--- src/rtl/sram_like_arbiter_pkg.sv ---
// -----------------------------------------------------------------------------
// sram_like_arbiter_pkg
// Shared definitions for the two-master SRAM-like arbiter:
//   - owner encodings stored in the response-routing queue
//   - SRAM-like transfer size encodings
//   - lock state encoding used by the top-level grant-hold FSM
// -----------------------------------------------------------------------------
package sram_like_arbiter_pkg;

    // Owner of an accepted request, as stored in the in-order queue.
    localparam logic OWN_INST = 1'b0;
    localparam logic OWN_DATA = 1'b1;

    // SRAM-like size field encodings.
    localparam logic [1:0] SZ_B = 2'd0;
    localparam logic [1:0] SZ_H = 2'd1;
    localparam logic [1:0] SZ_W = 2'd2;

    // Grant lock: which master (if any) holds an address phase that the
    // slave has seen but not yet accepted.
    typedef enum logic [1:0] {
        LK_NONE = 2'd0,
        LK_INST = 2'd1,
        LK_DATA = 2'd2
    } lock_state_e;

endpackage

--- src/rtl/sram_like_arbiter_owner_fifo.sv ---
// -----------------------------------------------------------------------------
// sram_owner_fifo
// One-bit-wide in-order queue recording which master owns each accepted
// request. Read and write pointers wrap modulo DEPTH (power of two).
// Ports:
//   clk, rst        clock, synchronous active-high reset
//   push_i          append push_own_i at the tail (caller guarantees !full_o)
//   push_own_i      owner bit to append (OWN_INST / OWN_DATA)
//   pop_i           remove the head (caller guarantees count_o != 0)
//   head_o          owner bit at the head
//   count_o         number of stored entries
//   full_o          count_o == DEPTH
// -----------------------------------------------------------------------------
module sram_owner_fifo #(
    parameter int DEPTH = 4,
    parameter int CNT_W = $clog2(DEPTH) + 1
) (
    input  logic             clk,
    input  logic             rst,
    input  logic             push_i,
    input  logic             push_own_i,
    input  logic             pop_i,
    output logic             head_o,
    output logic [CNT_W-1:0] count_o,
    output logic             full_o
);
    localparam int PTR_W = $clog2(DEPTH);

    logic [DEPTH-1:0] mem_q;
    logic [PTR_W-1:0] wr_ptr_q, wr_ptr_d;
    logic [PTR_W-1:0] rd_ptr_q, rd_ptr_d;
    logic [CNT_W-1:0] count_q, count_d;

    always_comb begin
        wr_ptr_d = wr_ptr_q;
        rd_ptr_d = rd_ptr_q;
        count_d  = count_q;
        if (push_i) begin
            wr_ptr_d = wr_ptr_q + 1'b1;
        end
        if (pop_i) begin
            rd_ptr_d = rd_ptr_q + 1'b1;
        end
        // Simultaneous push and pop leaves the count unchanged.
        if (push_i && !pop_i) begin
            count_d = count_q + 1'b1;
        end else if (!push_i && pop_i) begin
            count_d = count_q - 1'b1;
        end
    end

    always_ff @(posedge clk) begin
        if (rst) begin
            mem_q    <= '0;
            wr_ptr_q <= '0;
            rd_ptr_q <= '0;
            count_q  <= '0;
        end else begin
            if (push_i) begin
                mem_q[wr_ptr_q] <= push_own_i;
            end
            wr_ptr_q <= wr_ptr_d;
            rd_ptr_q <= rd_ptr_d;
            count_q  <= count_d;
        end
    end

    assign head_o  = mem_q[rd_ptr_q];
    assign count_o = count_q;
    assign full_o  = (count_q == CNT_W'(DEPTH));

endmodule

--- src/rtl/sram_like_arbiter.sv ---
// -----------------------------------------------------------------------------
// sram_like_arbiter
// Two-master (inst fetch, load/store) to one-slave arbiter for the SRAM-like
// bus. Grants address phases (data port has priority), holds a grant until the
// slave accepts it, queues the owner of every accepted request and routes each
// returning data_ok to that owner in acceptance order.
// Ports:
//   clk, rst                    clock, synchronous active-high reset
//   i_* / d_*                   inst / data master request fields and returns
//   s_*                         downstream slave request fields and returns
//   idle                        nothing outstanding and no grant lock held
//   err_spurious                sticky: s_data_ok arrived with empty queue
// Handshake: a request is transferred on a cycle where s_req && s_addr_ok;
// a response is consumed on every cycle where s_data_ok is high, with the
// matching x_data_ok asserted in that same cycle.
// -----------------------------------------------------------------------------
module sram_like_arbiter
    import sram_like_arbiter_pkg::*;
#(
    parameter int OUTSTANDING = 4,
    parameter int CNT_W       = $clog2(OUTSTANDING) + 1
) (
    input  logic        clk,
    input  logic        rst,
    // inst master
    input  logic        i_req,
    input  logic        i_wr,
    input  logic [1:0]  i_size,
    input  logic [31:0] i_addr,
    input  logic [3:0]  i_wstrb,
    input  logic [31:0] i_wdata,
    output logic        i_addr_ok,
    output logic        i_data_ok,
    output logic [31:0] i_rdata,
    // data master
    input  logic        d_req,
    input  logic        d_wr,
    input  logic [1:0]  d_size,
    input  logic [31:0] d_addr,
    input  logic [3:0]  d_wstrb,
    input  logic [31:0] d_wdata,
    output logic        d_addr_ok,
    output logic        d_data_ok,
    output logic [31:0] d_rdata,
    // slave
    output logic        s_req,
    output logic        s_wr,
    output logic [1:0]  s_size,
    output logic [31:0] s_addr,
    output logic [3:0]  s_wstrb,
    output logic [31:0] s_wdata,
    input  logic        s_addr_ok,
    input  logic        s_data_ok,
    input  logic [31:0] s_rdata,
    // status
    output logic        idle,
    output logic        err_spurious
);

    lock_state_e      lock_q, lock_d;
    logic             err_spurious_q, err_spurious_d;

    logic             lock_hold;
    logic             sel_valid;
    logic             sel_own;
    logic             accept;
    logic             fifo_pop;
    logic             fifo_head;
    logic             fifo_full;
    logic [CNT_W-1:0] fifo_count;
    logic             fifo_empty;

    assign fifo_empty = (fifo_count == '0);

    // Grant selection and lock next-state. A lock only holds while its owner
    // keeps requesting; if the owner drops req the lock is ignored and fresh
    // arbitration happens in the same cycle.
    always_comb begin
        lock_hold = ((lock_q == LK_INST) && i_req) ||
                    ((lock_q == LK_DATA) && d_req);
        sel_valid = 1'b0;
        sel_own   = OWN_INST;
        lock_d    = LK_NONE;

        if (lock_hold) begin
            sel_valid = 1'b1;
            sel_own   = (lock_q == LK_DATA) ? OWN_DATA : OWN_INST;
        end else if (d_req) begin
            sel_valid = 1'b1;
            sel_own   = OWN_DATA;
        end else if (i_req) begin
            sel_valid = 1'b1;
            sel_own   = OWN_INST;
        end

        // Full check uses the registered count: a pop this cycle does not
        // free a slot until the next one.
        s_req  = sel_valid && !fifo_full;
        accept = s_req && s_addr_ok;

        if (s_req && !s_addr_ok) begin
            lock_d = (sel_own == OWN_DATA) ? LK_DATA : LK_INST;
        end
    end

    // Request field mux; zero when nobody is selected.
    always_comb begin
        s_wr    = 1'b0;
        s_size  = 2'd0;
        s_addr  = 32'd0;
        s_wstrb = 4'd0;
        s_wdata = 32'd0;
        if (sel_valid) begin
            if (sel_own == OWN_DATA) begin
                s_wr    = d_wr;
                s_size  = d_size;
                s_addr  = d_addr;
                s_wstrb = d_wstrb;
                s_wdata = d_wdata;
            end else begin
                s_wr    = i_wr;
                s_size  = i_size;
                s_addr  = i_addr;
                s_wstrb = i_wstrb;
                s_wdata = i_wdata;
            end
        end
    end

    assign i_addr_ok = accept && (sel_own == OWN_INST);
    assign d_addr_ok = accept && (sel_own == OWN_DATA);

    // Response routing from the queue head; responses with nothing
    // outstanding are dropped and flagged.
    assign fifo_pop  = s_data_ok && !fifo_empty;
    assign i_data_ok = fifo_pop && (fifo_head == OWN_INST);
    assign d_data_ok = fifo_pop && (fifo_head == OWN_DATA);
    assign i_rdata   = s_rdata;
    assign d_rdata   = s_rdata;

    assign err_spurious_d = err_spurious_q || (s_data_ok && fifo_empty);

    always_ff @(posedge clk) begin
        if (rst) begin
            lock_q         <= LK_NONE;
            err_spurious_q <= 1'b0;
        end else begin
            lock_q         <= lock_d;
            err_spurious_q <= err_spurious_d;
        end
    end

    assign idle         = fifo_empty && (lock_q == LK_NONE);
    assign err_spurious = err_spurious_q;

    sram_owner_fifo #(
        .DEPTH (OUTSTANDING),
        .CNT_W (CNT_W)
    ) u_fifo (
        .clk        (clk),
        .rst        (rst),
        .push_i     (accept),
        .push_own_i (sel_own),
        .pop_i      (fifo_pop),
        .head_o     (fifo_head),
        .count_o    (fifo_count),
        .full_o     (fifo_full)
    );

endmodule

--- config.mk ---
export PLATFORM = sky130hd
export DESIGN_NAME = sram_like_arbiter
export DESIGN_NICKNAME = d
export VERILOG_FILES = /design/src/rtl/sram_like_arbiter_pkg.sv /design/src/rtl/sram_like_arbiter_owner_fifo.sv /design/src/rtl/sram_like_arbiter.sv
export SDC_FILE = /design/constraint.sdc
export NUM_CORES = 1
export LEC_CHECK = 0
export CAP_MARGIN = 25
export CORE_AREA = 5 5 121 123
export CTS_BUF_LIST = sky130_fd_sc_hd__clkbuf_16
export CTS_CLUSTER_DIAMETER = 200
export CTS_CLUSTER_SIZE = 28
export DETAILED_ROUTE_END_ITERATION = 8
export DIE_AREA = 0 0 126 128
export GPL_TIMING_DRIVEN = 0
export PLACE_DENSITY = 0.66
export REMOVE_ABC_BUFFERS = 1
export SYNTH_ARGS = -nofsm -noshare
export SYNTH_HDL_FRONTEND = slang
export SYNTH_SLANG_ARGS = --single-unit
export TNS_END_PERCENT = 50
--- constraint.sdc ---
create_clock -name clk -period 6.9 [get_ports clk]
set_input_delay 1.035 -clock clk [delete_from_list [all_inputs] [get_ports clk]]
set_output_delay 1.035 -clock clk [all_outputs]
set_load 0.02 [all_outputs]
# ---- Yosys cells after proc, flatten, opt, wreduce, memory -nomap -nowiden
# Cells that the tools add are included.
dict set report word_totals {
  regBits 14
  output_inout_bits 142
  word_cells 69
  inputBits 180
}
dict set report op_classes {
  n_reduce_logical 26
  add_sub_neg 4
  magnitude_cmp 3
  n_eq_ne 3
  mux 24
  bitwise_logic 3
}
# op n
set ops {}
lappend ops {{32-bit two-way mux} 4}
lappend ops {{1-bit logical AND} 15}
lappend ops {{1-bit two-way mux} 10}
lappend ops {{4-bit two-way mux} 2}
lappend ops {{2-bit by 3-bit less-than comparator with 1-bit output, second input constant} 2}
lappend ops {{2-bit two-way mux} 3}
lappend ops {{3-bit two-way mux} 2}
lappend ops {{1-bit zero test} 5}
lappend ops {{2-bit by 1-bit adder with 2-bit output, second input constant} 2}
lappend ops {{4-bit bitwise mux} 1}
lappend ops {{3-bit by 1-bit adder with 3-bit output, second input constant} 1}
lappend ops {{3-bit equality test, second input constant} 1}
lappend ops {{3-bit zero test} 1}
lappend ops {{1-bit inverter} 3}
lappend ops {{3-bit by 1-bit subtractor with 3-bit output, second input constant} 1}
lappend ops {{1-bit binary-select mux with 2-bit select} 1}
lappend ops {{1-bit demux with 2-bit select} 1}
lappend ops {{2-bit by 1-bit equality test with 1-bit output, second input constant} 1}
lappend ops {{2-bit equality test, second input constant} 1}
lappend ops {{2-bit by 1-bit >= comparator with 1-bit output, second input constant} 1}
lappend ops {{2-bit zero test} 1}
lappend ops {{1-bit logical OR} 2}
lappend ops {{2-bit nonzero test} 1}
lappend ops {{2-bit OR reduction} 1}

# ---- Depth between registers and ports, before layout
# Gate-level depths: netlist of the first run.
dict set report logic_depth {
  ltp_word 10
  depth_mapped 10
  depth_no_buf 9
}

# ---- By module
# Synthesis of the first run repeated with hierarchy kept, for this count alone.
dict set report unflattened {
  cells_unflattened 231
  area_unflattened_um2 1991.9
}
# mod seq_area_each_um2 area_per_inst_um2 cells_each n_inst
set by_module_without_submodules {}
lappend by_module_without_submodules {sram_like_arbiter 60.1 1458.9 173 1}
lappend by_module_without_submodules {sram_owner_fifo 220.2 533.0 58 1}

# ---- Worst setup path after synthesis of the first run
# No wires, ideal clock.
dict set report synth_timing {
  kind {input-to-output}
  startpoint {input port i_req}
  endpoint {output port s_addr[0]}
  cell_stages 6
  path_buffers 3
  arrival_ns 2.245
  required_ns 5.865
  slack_ns 3.620
  path_cell_list {buf_2 nand3b_1 and2_1 buf_2 clkbuf_1 o21ai_0}
}
dict set report synth_between {
  elab_chain_len 5
  elab_cells_between_ends 8
  cone_classes {mux (6); reduce/logical (2)}
}
# item line_no
set synth_lines {}
lappend synth_lines {{from (decl)} sram_like_arbiter.sv:26} ;# input logic i_req,
lappend synth_lines {{1-bit logical AND} sram_like_arbiter.sv:79} ;# lock_hold = ((lock_q == LK_INST) && i_req) ||
lappend synth_lines {{1-bit logical OR} sram_like_arbiter.sv:79}
lappend synth_lines {{1-bit two-way mux} sram_like_arbiter.sv:85} ;# if (lock_hold) begin
lappend synth_lines {{32-bit two-way mux} sram_like_arbiter.sv:114} ;# if (sel_own == OWN_DATA) begin
lappend synth_lines {{32-bit two-way mux *} sram_like_arbiter.sv:113} ;# if (sel_valid) begin
lappend synth_lines {{to (decl)} sram_like_arbiter.sv:49} ;# output logic [31:0] s_addr,
# Every way passes the cells marked *; elsewhere a longest branch is shown, timed or not.

# ---- Final worst setup path of the first run
dict set report layout_timing {
  startpoint {input port i_req}
  endpoint {output port s_wdata[8]}
}
dict set report layout_between {
  elab_chain_len 5
  elab_cells_between_ends 8
  cone_classes {mux (6); reduce/logical (2)}
}
# item line_no
set layout_lines {}
lappend layout_lines {{1-bit logical AND} sram_like_arbiter.sv:79}
lappend layout_lines {{1-bit logical OR} sram_like_arbiter.sv:79}
lappend layout_lines {{1-bit two-way mux} sram_like_arbiter.sv:85}
lappend layout_lines {{32-bit two-way mux} sram_like_arbiter.sv:114}
lappend layout_lines {{32-bit two-way mux *} sram_like_arbiter.sv:113}
lappend layout_lines {{to (decl)} sram_like_arbiter.sv:51} ;# output logic [31:0] s_wdata,
# Marked as above.

==> flow_results.xml, run 1 <==
<?xml version="1.0" encoding="UTF-8"?>
<metrics>
  <group name="routing">
    <metric name="routedWlPerCell" unit="um">22.7</metric>
    <metric name="detailroute.via_count" unit="">3084</metric>
    <metric name="drt-total-wl" unit="um">16000</metric>
    <metric name="drt_iter0_markers" unit="">141</metric>
    <metric name="remaining_drc_errors" unit="">0</metric>
    <metric name="ant_nets" unit="">0</metric>
    <metric name="vias_per_cell" unit="">4.38</metric>
    <metric name="detailedRoute.firstPassIterationCount" unit="">4</metric>
  </group>
  <group name="synthesis">
    <metric name="syn_inst" unit="">388</metric>
    <metric name="synth_area_per_cell" unit="um^2">6.08</metric>
    <metric name="share_of_flip_flops_with_an_asynchronous_set_or_reset_after_synthesis" unit="%">0</metric>
    <metric name="synth.largest_area_cell" unit="">buf_4</metric>
    <metric name="synthMostInstantiatedCell" unit="">nand2_1</metric>
    <metric name="yosysWarnings" unit="">0</metric>
    <metric name="seq_area_frac_synth" unit="%">11.9</metric>
    <metric name="synth_commonest_cells" unit="">nand2_1 (73), o21ai_0 (72), nand3_1 (71), buf_4 (64), clkbuf_1 (24)</metric>
    <metric name="postSynthRegisterBits" unit="">14</metric>
    <metric name="synth.lib_cells_used.distinct" unit="">34</metric>
    <metric name="synth_area_leaders" unit="">buf_4 (20%), o21ai_0 (15%), nand3_1 (15%), dfxtp_1 (12%), nand2_1 (12%)</metric>
    <metric name="ys.flop_type" unit="">dfxtp_1</metric>
    <metric name="syn-cell-area" unit="um^2">2360</metric>
    <metric name="synth-edff-count" unit="">0</metric>
    <metric name="synth_top_cell_area_share" unit="%">20.4</metric>
  </group>
  <group name="timing">
    <metric name="fmaxAchievable" unit="MHz">191</metric>
    <metric name="maxSlewHeadroom" unit="%">57.5</metric>
    <metric name="setup_viol_count_final" unit="">0</metric>
    <metric name="unrepaired_setup_endpoints_after_global_routing" unit="">no</metric>
    <metric name="min_period_over_period" unit="%">75.9</metric>
    <metric name="worst-slew-pin-transition" unit="ns">0.636</metric>
    <metric name="hold_viol_final" unit="">0</metric>
    <metric name="finalMaxSlewViolations" unit="">0</metric>
    <metric name="clock_skew" unit="ns">0.00324</metric>
    <metric name="final.min_clock_period" unit="ns">5.23</metric>
  </group>
  <group name="status">
    <metric name="outcome" unit="">complete, no violations</metric>
  </group>
  <group name="placed_design">
    <metric name="numPortBuffers" unit="">225</metric>
    <metric name="placed_cells" unit="">700</metric>
    <metric name="detailedPlacementHpwl" unit="um">13700</metric>
    <metric name="place.gp.congestion" unit="">0.838</metric>
  </group>
  <group name="floorplanning">
    <metric name="core_area" unit="um^2">13600</metric>
    <metric name="rows" unit="">43</metric>
    <metric name="io_pins" unit="">322</metric>
    <metric name="dieArea" unit="um^2">16100</metric>
    <metric name="fp.dieW" unit="um">126</metric>
    <metric name="dieHeight" unit="um">128</metric>
    <metric name="floorplan.initialDensity" unit="%">17.4</metric>
  </group>
  <group name="final_layout">
    <metric name="fillCellCount" unit="">1488</metric>
    <metric name="final_core_utilization" unit="%">32.4</metric>
    <metric name="final_layout_size_suffix_gt1_share" unit="%">3.44</metric>
    <metric name="area.growth.synth_to_final" unit="%">86.4</metric>
    <metric name="antenna-diode-count" unit="">0</metric>
    <metric name="fin_cells" unit="">704</metric>
    <metric name="final_nets" unit="">711</metric>
  </group>
  <group name="global_routing">
    <metric name="grt_first_pass_wirelength" unit="um">22000</metric>
    <metric name="overflow" unit="">0</metric>
    <metric name="grt_usage" unit="%">18.6</metric>
    <metric name="grt_start_max_net_pins" unit="">51</metric>
    <metric name="grt_antenna_before_repair" unit="">0</metric>
    <metric name="grt_pass1_vias" unit="">3154</metric>
  </group>
  <group name="cts">
    <metric name="cts_resized" unit="">0</metric>
    <metric name="clkTransAtPathRegs" unit="ns">0.05</metric>
    <metric name="cts_max_path_buffers" unit="">2</metric>
    <metric name="clock_latency" unit="ns">0.24</metric>
    <metric name="ctsHoldBuffers" unit="">0</metric>
    <metric name="cts_root_buffer" unit="">clkbuf_16</metric>
    <metric name="tritoncts" unit="">yes</metric>
    <metric name="cts.sinks" unit="">14</metric>
    <metric name="cts.htree.levels" unit="">1</metric>
    <metric name="post-cts-setup-buffer-count" unit="">0</metric>
    <metric name="cts_inserted_buffers" unit="">3</metric>
  </group>
  <group name="worst_setup_path">
    <metric name="worstSetupEndpointType" unit="">output port</metric>
    <metric name="cp_max_fo" unit="">38</metric>
    <metric name="critical_path.startpoint_type" unit="">primary input</metric>
    <metric name="critical_path.slowest_cell" unit="">clkdlybuf4s50_1</metric>
    <metric name="cp.required" unit="ns">5.86</metric>
    <metric name="critPathArrivalTime" unit="ns">4.20</metric>
    <metric name="worstPathCellList" unit="">buf_2 -&gt; nand3b_1 -&gt; buf_8 -&gt; and2_2 -&gt; buf_12 -&gt; o21ai_0 -&gt; clkdlybuf4s50_1</metric>
    <metric name="timing.critical_path.slowest_cell_delay" unit="ns">0.72</metric>
    <metric name="setup.worst_path.class" unit="">primary input to output port</metric>
  </group>
  <group name="min_path">
    <metric name="min-delay-path-class" unit="">flop to flop</metric>
  </group>
  <group name="power_and_ir_drop">
    <metric name="vdd.ir_drop.worst" unit="V">0.0000859</metric>
    <metric name="power.density_cell_area" unit="nW/um^2">143</metric>
    <metric name="cellLeakagePower" unit="uW">0.00169</metric>
  </group>
  <group name="job">
    <metric name="max-cap-violations" unit="">0</metric>
  </group>
</metrics>
## logic make-up (layout without fill, tap and decap cells)
| kind of cell | count (synthesis) | in the layout | share of synthesized area (%) |
|---|---|---|---|
| and+or+nand+nor | 176 | 176 | 35.0 |
| buffers and inverters | 104 | 240 | 27.6 |
| DFF | 14 | 14 | 11.9 |
| AOI/OAI and AO/OA | 76 | 76 | 16.4 |
| adders and majority gates | 6 | 6 | 3.50 |
| muxes | 8 | 8 | 4.14 |
| xor gates and xnor gates | 4 | 4 | 1.49 |
## through the flow
| step | hold WS (ns) | cell area, um^2 | power [uW] | setup slack [ns] | setup TNS, ns |
|---|---|---|---|---|---|
| after floorplan | 0.445 | 1730 | 286 | 1.89 | 0 |
| after global placement | 0.450 | 4210 | 514 | -3.55 | -227.30 |
| after detailed placement | 0.465 | 4310 | 519 | 1.54 | 0 |
| after CTS | 0.477 | 4390 | 632 | 1.52 | 0 |
| after global routing | 0.489 | 4390 | 670 | 1.33 | 0 |
| final | 0.469 | 4390 | 627 | 1.67 | 0 |
## cell usage in the layout, fill, tap and decap left out, types with 2 or more instances in the layout
cell type        instances
clkdlybuf4s50_1        223
a21oi_1                  2
nand4_1                  3
buf_12                   3
nand2_1                 73
nor4_1                   2
inv_1                    4
nand2b_1                 6
nand3b_1                 2
nand3_1                 71
clkbuf_16                3
buf_8                    2
o21ai_0                 72
buf_2                    2
ha_1                     5
mux2i_1                  6
dfxtp_1                 14
xor2_1                   4
nor2_1                  10
## where the power goes
| group | internal, uW | leakage, uW | total, uW | switching [uW] |
|---|---|---|---|---|
| Sequential | 97.7 | 0.000115 | 116 | 18.2 |
| Combinational | 213 | 0.00153 | 402 | 189 |
| Clock | 76.6 | 0.0000385 | 109 | 32.7 |
## sequential cells by signal, indices dropped and copies added, names as in the netlist
| register | flops |
|---|---|
| u_fifo.wr_ptr_q | 2 |
| u_fifo.rd_ptr_q | 2 |
| u_fifo.count_o | 3 |
| lock_q | 2 |
| u_fifo.mem_q | 4 |
| err_spurious | 1 |
## worst paths after layout
check                                        from                 to  slack [ns]  depth (start not counted)
worst max-delay path                        i_req         s_wdata[8]        1.67                          7
worst min-delay path                 err_spurious       err_spurious        0.47                          2
worst max register to register  u_fifo.count_o[1]  u_fifo.count_o[2]        4.45                          7
worst min register to register       err_spurious       err_spurious        0.47                          2
## worst max-delay path: cells and delay by family
family / cells / cell delay, ns
compound gates: 1 / 0.42
buf+inv: 4 / 1.75
simple gates: 2 / 0.96
## cell type report
type                            instances  area (um^2)  area share [%]
Timing Repair Buffer                  231         2360            53.7
Multi-Input combinational cell        270         1430            32.5
Sequential cell                        14          280            6.38
Tap cell                              180          225            5.13
Clock buffer                            3         75.1            1.71
Inverter                                5         21.3           0.484
Clock inverter                          1         3.75          0.0854
## layer usage
metal	vias up	track usage, %	wire length (um)
met1	1329	19.7	5800
met4	2	1.83	140
met2	225	28.8	6740
met3	8	16.2	3220
met5	-	4.95	97
li1	1520	-	-
(Power assumes the default switching activity.)
==> run 2, diff against run 1 <==
Settings changed: CORE_AREA 5 5 121 123 to 5 5 122 124, DIE_AREA 0 0 126 128 to 0 0 127 129.
Clock period 6.9 ns to 4.95 ns, I/O delays scaled along.
==> run 2 against run 1 <==
Compared with the run above:
- global-route usage up 0.63 points
- routed wire length up 5.8%
- via count rose by 3.3%
- die area is 1.6% higher
- non-clock buffer count grew 1
- critical path type unchanged
==> flow_results.xml, run 2 (synthesis results as in run 1) <==
<?xml version="1.0" encoding="UTF-8"?>
<metrics>
  <group name="timing">
    <metric name="maxSlewHeadroom" unit="%">56.6</metric>
    <metric name="unrepaired_setup_endpoints_after_global_routing" unit="">no</metric>
    <metric name="setup_viol_count_final" unit="">0</metric>
    <metric name="worst-slew-pin-transition" unit="ns">0.651</metric>
    <metric name="clock_skew" unit="ns">0.00347</metric>
    <metric name="hold_viol_final" unit="">0</metric>
    <metric name="final.min_clock_period" unit="ns">4.50</metric>
    <metric name="fmaxAchievable" unit="MHz">222</metric>
    <metric name="finalMaxSlewViolations" unit="">0</metric>
    <metric name="min_period_over_period" unit="%">90.9</metric>
    <metric name="final.setup.worst_slack" unit="ns">0.449</metric>
  </group>
  <group name="worst_setup_path">
    <metric name="worstPathCellList" unit="">buf_2 -&gt; buf_12 -&gt; nand3b_1 -&gt; buf_8 -&gt; and2_2 -&gt; buf_12 -&gt; o21ai_0 -&gt; clkdlybuf4s50_1</metric>
    <metric name="cp.required" unit="ns">4.21</metric>
    <metric name="critical_path.most_common_cell" unit="">buf_12</metric>
    <metric name="worstSetupEndpointType" unit="">output port</metric>
    <metric name="critical_path.slowest_cell" unit="">clkdlybuf4s50_1</metric>
    <metric name="cp_top_family" unit="">buffers and inverters</metric>
    <metric name="timing.critical_path.slowest_cell_delay" unit="ns">0.72</metric>
    <metric name="cp_max_fo" unit="">47</metric>
    <metric name="setup.worst_path.start" unit="">i_req</metric>
    <metric name="critPathBufInv" unit="">5</metric>
    <metric name="setup.worst_path.class" unit="">primary input to output port</metric>
    <metric name="critical_path.startpoint_type" unit="">primary input</metric>
    <metric name="rr_worst_depth" unit="">7</metric>
    <metric name="r2r_start" unit="">u_fifo.count_o[1]</metric>
    <metric name="critPathArrivalTime" unit="ns">3.76</metric>
    <metric name="cp.depth" unit="">8</metric>
  </group>
  <group name="cts">
    <metric name="clock_latency" unit="ns">0.24</metric>
    <metric name="cts_root_buffer" unit="">clkbuf_16</metric>
    <metric name="clkTransAtPathRegs" unit="ns">0.05</metric>
    <metric name="cts_resized" unit="">0</metric>
    <metric name="tritoncts" unit="">yes</metric>
    <metric name="cts.htree.levels" unit="">1</metric>
    <metric name="cts_inserted_buffers" unit="">3</metric>
    <metric name="cts_max_path_buffers" unit="">2</metric>
    <metric name="ctsHoldBuffers" unit="">0</metric>
    <metric name="cts.sinks" unit="">14</metric>
  </group>
  <group name="routing">
    <metric name="met3_length" unit="um">3910</metric>
    <metric name="met2RoutedLength" unit="um">7100</metric>
    <metric name="remaining_drc_errors" unit="">0</metric>
    <metric name="drt-total-wl" unit="um">16900</metric>
    <metric name="detail_route.wirelength.met1" unit="um">5660</metric>
    <metric name="routedWlPerCell" unit="um">24.0</metric>
    <metric name="detailedRoute.firstPassIterationCount" unit="">5</metric>
    <metric name="ant_nets" unit="">0</metric>
    <metric name="vias_per_cell" unit="">4.52</metric>
    <metric name="topRoutingLayerUsed" unit="">met5</metric>
    <metric name="detailroute.via_count" unit="">3187</metric>
    <metric name="drt_iter0_markers" unit="">161</metric>
  </group>
  <group name="global_routing">
    <metric name="grt_antenna_before_repair" unit="">1</metric>
    <metric name="grt_first_pass_wirelength" unit="um">22400</metric>
    <metric name="grt_start_max_net_pins" unit="">48</metric>
    <metric name="grt_pass1_vias" unit="">2961</metric>
    <metric name="overflow" unit="">0</metric>
    <metric name="grt_usage" unit="%">19.2</metric>
  </group>
  <group name="min_path">
    <metric name="min-delay-path-class" unit="">flop to flop</metric>
    <metric name="hold_start" unit="">err_spurious</metric>
    <metric name="hold_critical_path_depth" unit="">2</metric>
  </group>
  <group name="placed_design">
    <metric name="placed_cell_area" unit="um^2">4330</metric>
    <metric name="dp_worst_setup_slack" unit="ns">-0.182</metric>
    <metric name="place.gp.congestion" unit="">0.815</metric>
    <metric name="numPortBuffers" unit="">225</metric>
    <metric name="detailedPlacementHpwl" unit="um">14600</metric>
  </group>
  <group name="final_layout">
    <metric name="layout_commonest_cell" unit="">clkdlybuf4s50_1</metric>
    <metric name="antenna-diode-count" unit="">0</metric>
    <metric name="area.growth.synth_to_final" unit="%">87.2</metric>
    <metric name="largest_reg_flops" unit="">4</metric>
    <metric name="max_flop_register" unit="">u_fifo.mem_q</metric>
    <metric name="final_design_area_no_fill" unit="um^2">4410</metric>
    <metric name="final_nets" unit="">712</metric>
    <metric name="final_layout_size_suffix_gt1_share" unit="%">3.62</metric>
    <metric name="most-common-layout-cells" unit="">clkdlybuf4s50_1 (223), nand2_1 (73), o21ai_0 (72), nand3_1 (71), dfxtp_1 (14)</metric>
  </group>
  <group name="power_and_ir_drop">
    <metric name="vdd.ir_drop.worst" unit="V">0.000115</metric>
    <metric name="power.density_cell_area" unit="nW/um^2">199</metric>
    <metric name="post-layout-total-power" unit="uW">877</metric>
    <metric name="cellLeakagePower" unit="uW">0.00170</metric>
  </group>
  <group name="floorplanning">
    <metric name="rows" unit="">43</metric>
    <metric name="floorplan.initialDensity" unit="%">17.2</metric>
    <metric name="fp.dieW" unit="um">127</metric>
    <metric name="io_pins" unit="">322</metric>
    <metric name="core_area" unit="um^2">13700</metric>
    <metric name="dieHeight" unit="um">129</metric>
    <metric name="dieArea" unit="um^2">16400</metric>
  </group>
  <group name="job">
    <metric name="max-cap-violations" unit="">0</metric>
  </group>
  <group name="status">
    <metric name="outcome" unit="">complete, no violations</metric>
  </group>
</metrics>
## run 2: through the flow
step | utilization [%] | TNS [ns] | instances | hold WS (ns)
6_report | 32.3 | 0 | 705 | 0.464
5_1_grt | 32.3 | 0 | 705 | 0.504
4_1_cts | 32.3 | 0 | 705 | 0.472
3_5_place_dp | 31.7 | -0.541 | 700 | 0.459
3_3_place_gp | 30.8 | -347.85 | 694 | 0.454
2_1_floorplan | - | 0 | 289 | 0.445
## run 2: cell type report
class                   count  area [um^2]
fillers                  1477         9250
well taps                 180          225
clock inverters             1         3.75
repair buffers            232         2380
flip-flops and latches     14          280
multi-input cells         270         1430
inverters                   5         21.3
clock buffers               3         75.1
## run 2: timing repair
action,4_1_cts,5_1_grt
endpoints found under the setup margin,6,0
endpoints found under the hold margin,0,0
setup buffers,1,0
## run 2: worst min-delay path: cells and delay by family, from the launching register on
kind	cells	cell delay, ns
AND/OR/NAND/NOR	1	0.07
flip-flops	1	0.32
AO/OA/AOI/OAI	1	0.04
## run 2: routing by layer
metal,global-route usage (%),up-vias
met4,2.59,4
met5,5.00,-
met3,19.1,16
met2,29.5,265
met1,18.8,1381
li1,-,1521
## run 2: worst paths after layout
| path | end | slack (ns) |
|---|---|---|
| worst min register to register | err_spurious | 0.46 |
| worst max-delay path | s_wdata[17] | 0.45 |
| worst max register to register | u_fifo.count_o[2] | 2.52 |
| worst min-delay path | err_spurious | 0.46 |
## run 2: power by group
| part | total (uW) | internal (uW) | switching, uW |
|---|---|---|---|
| clock network | 152 | 107 | 45.6 |
| registers | 162 | 136 | 25.5 |
| logic | 563 | 297 | 266 |
| total | 877 | 540 | 337 |
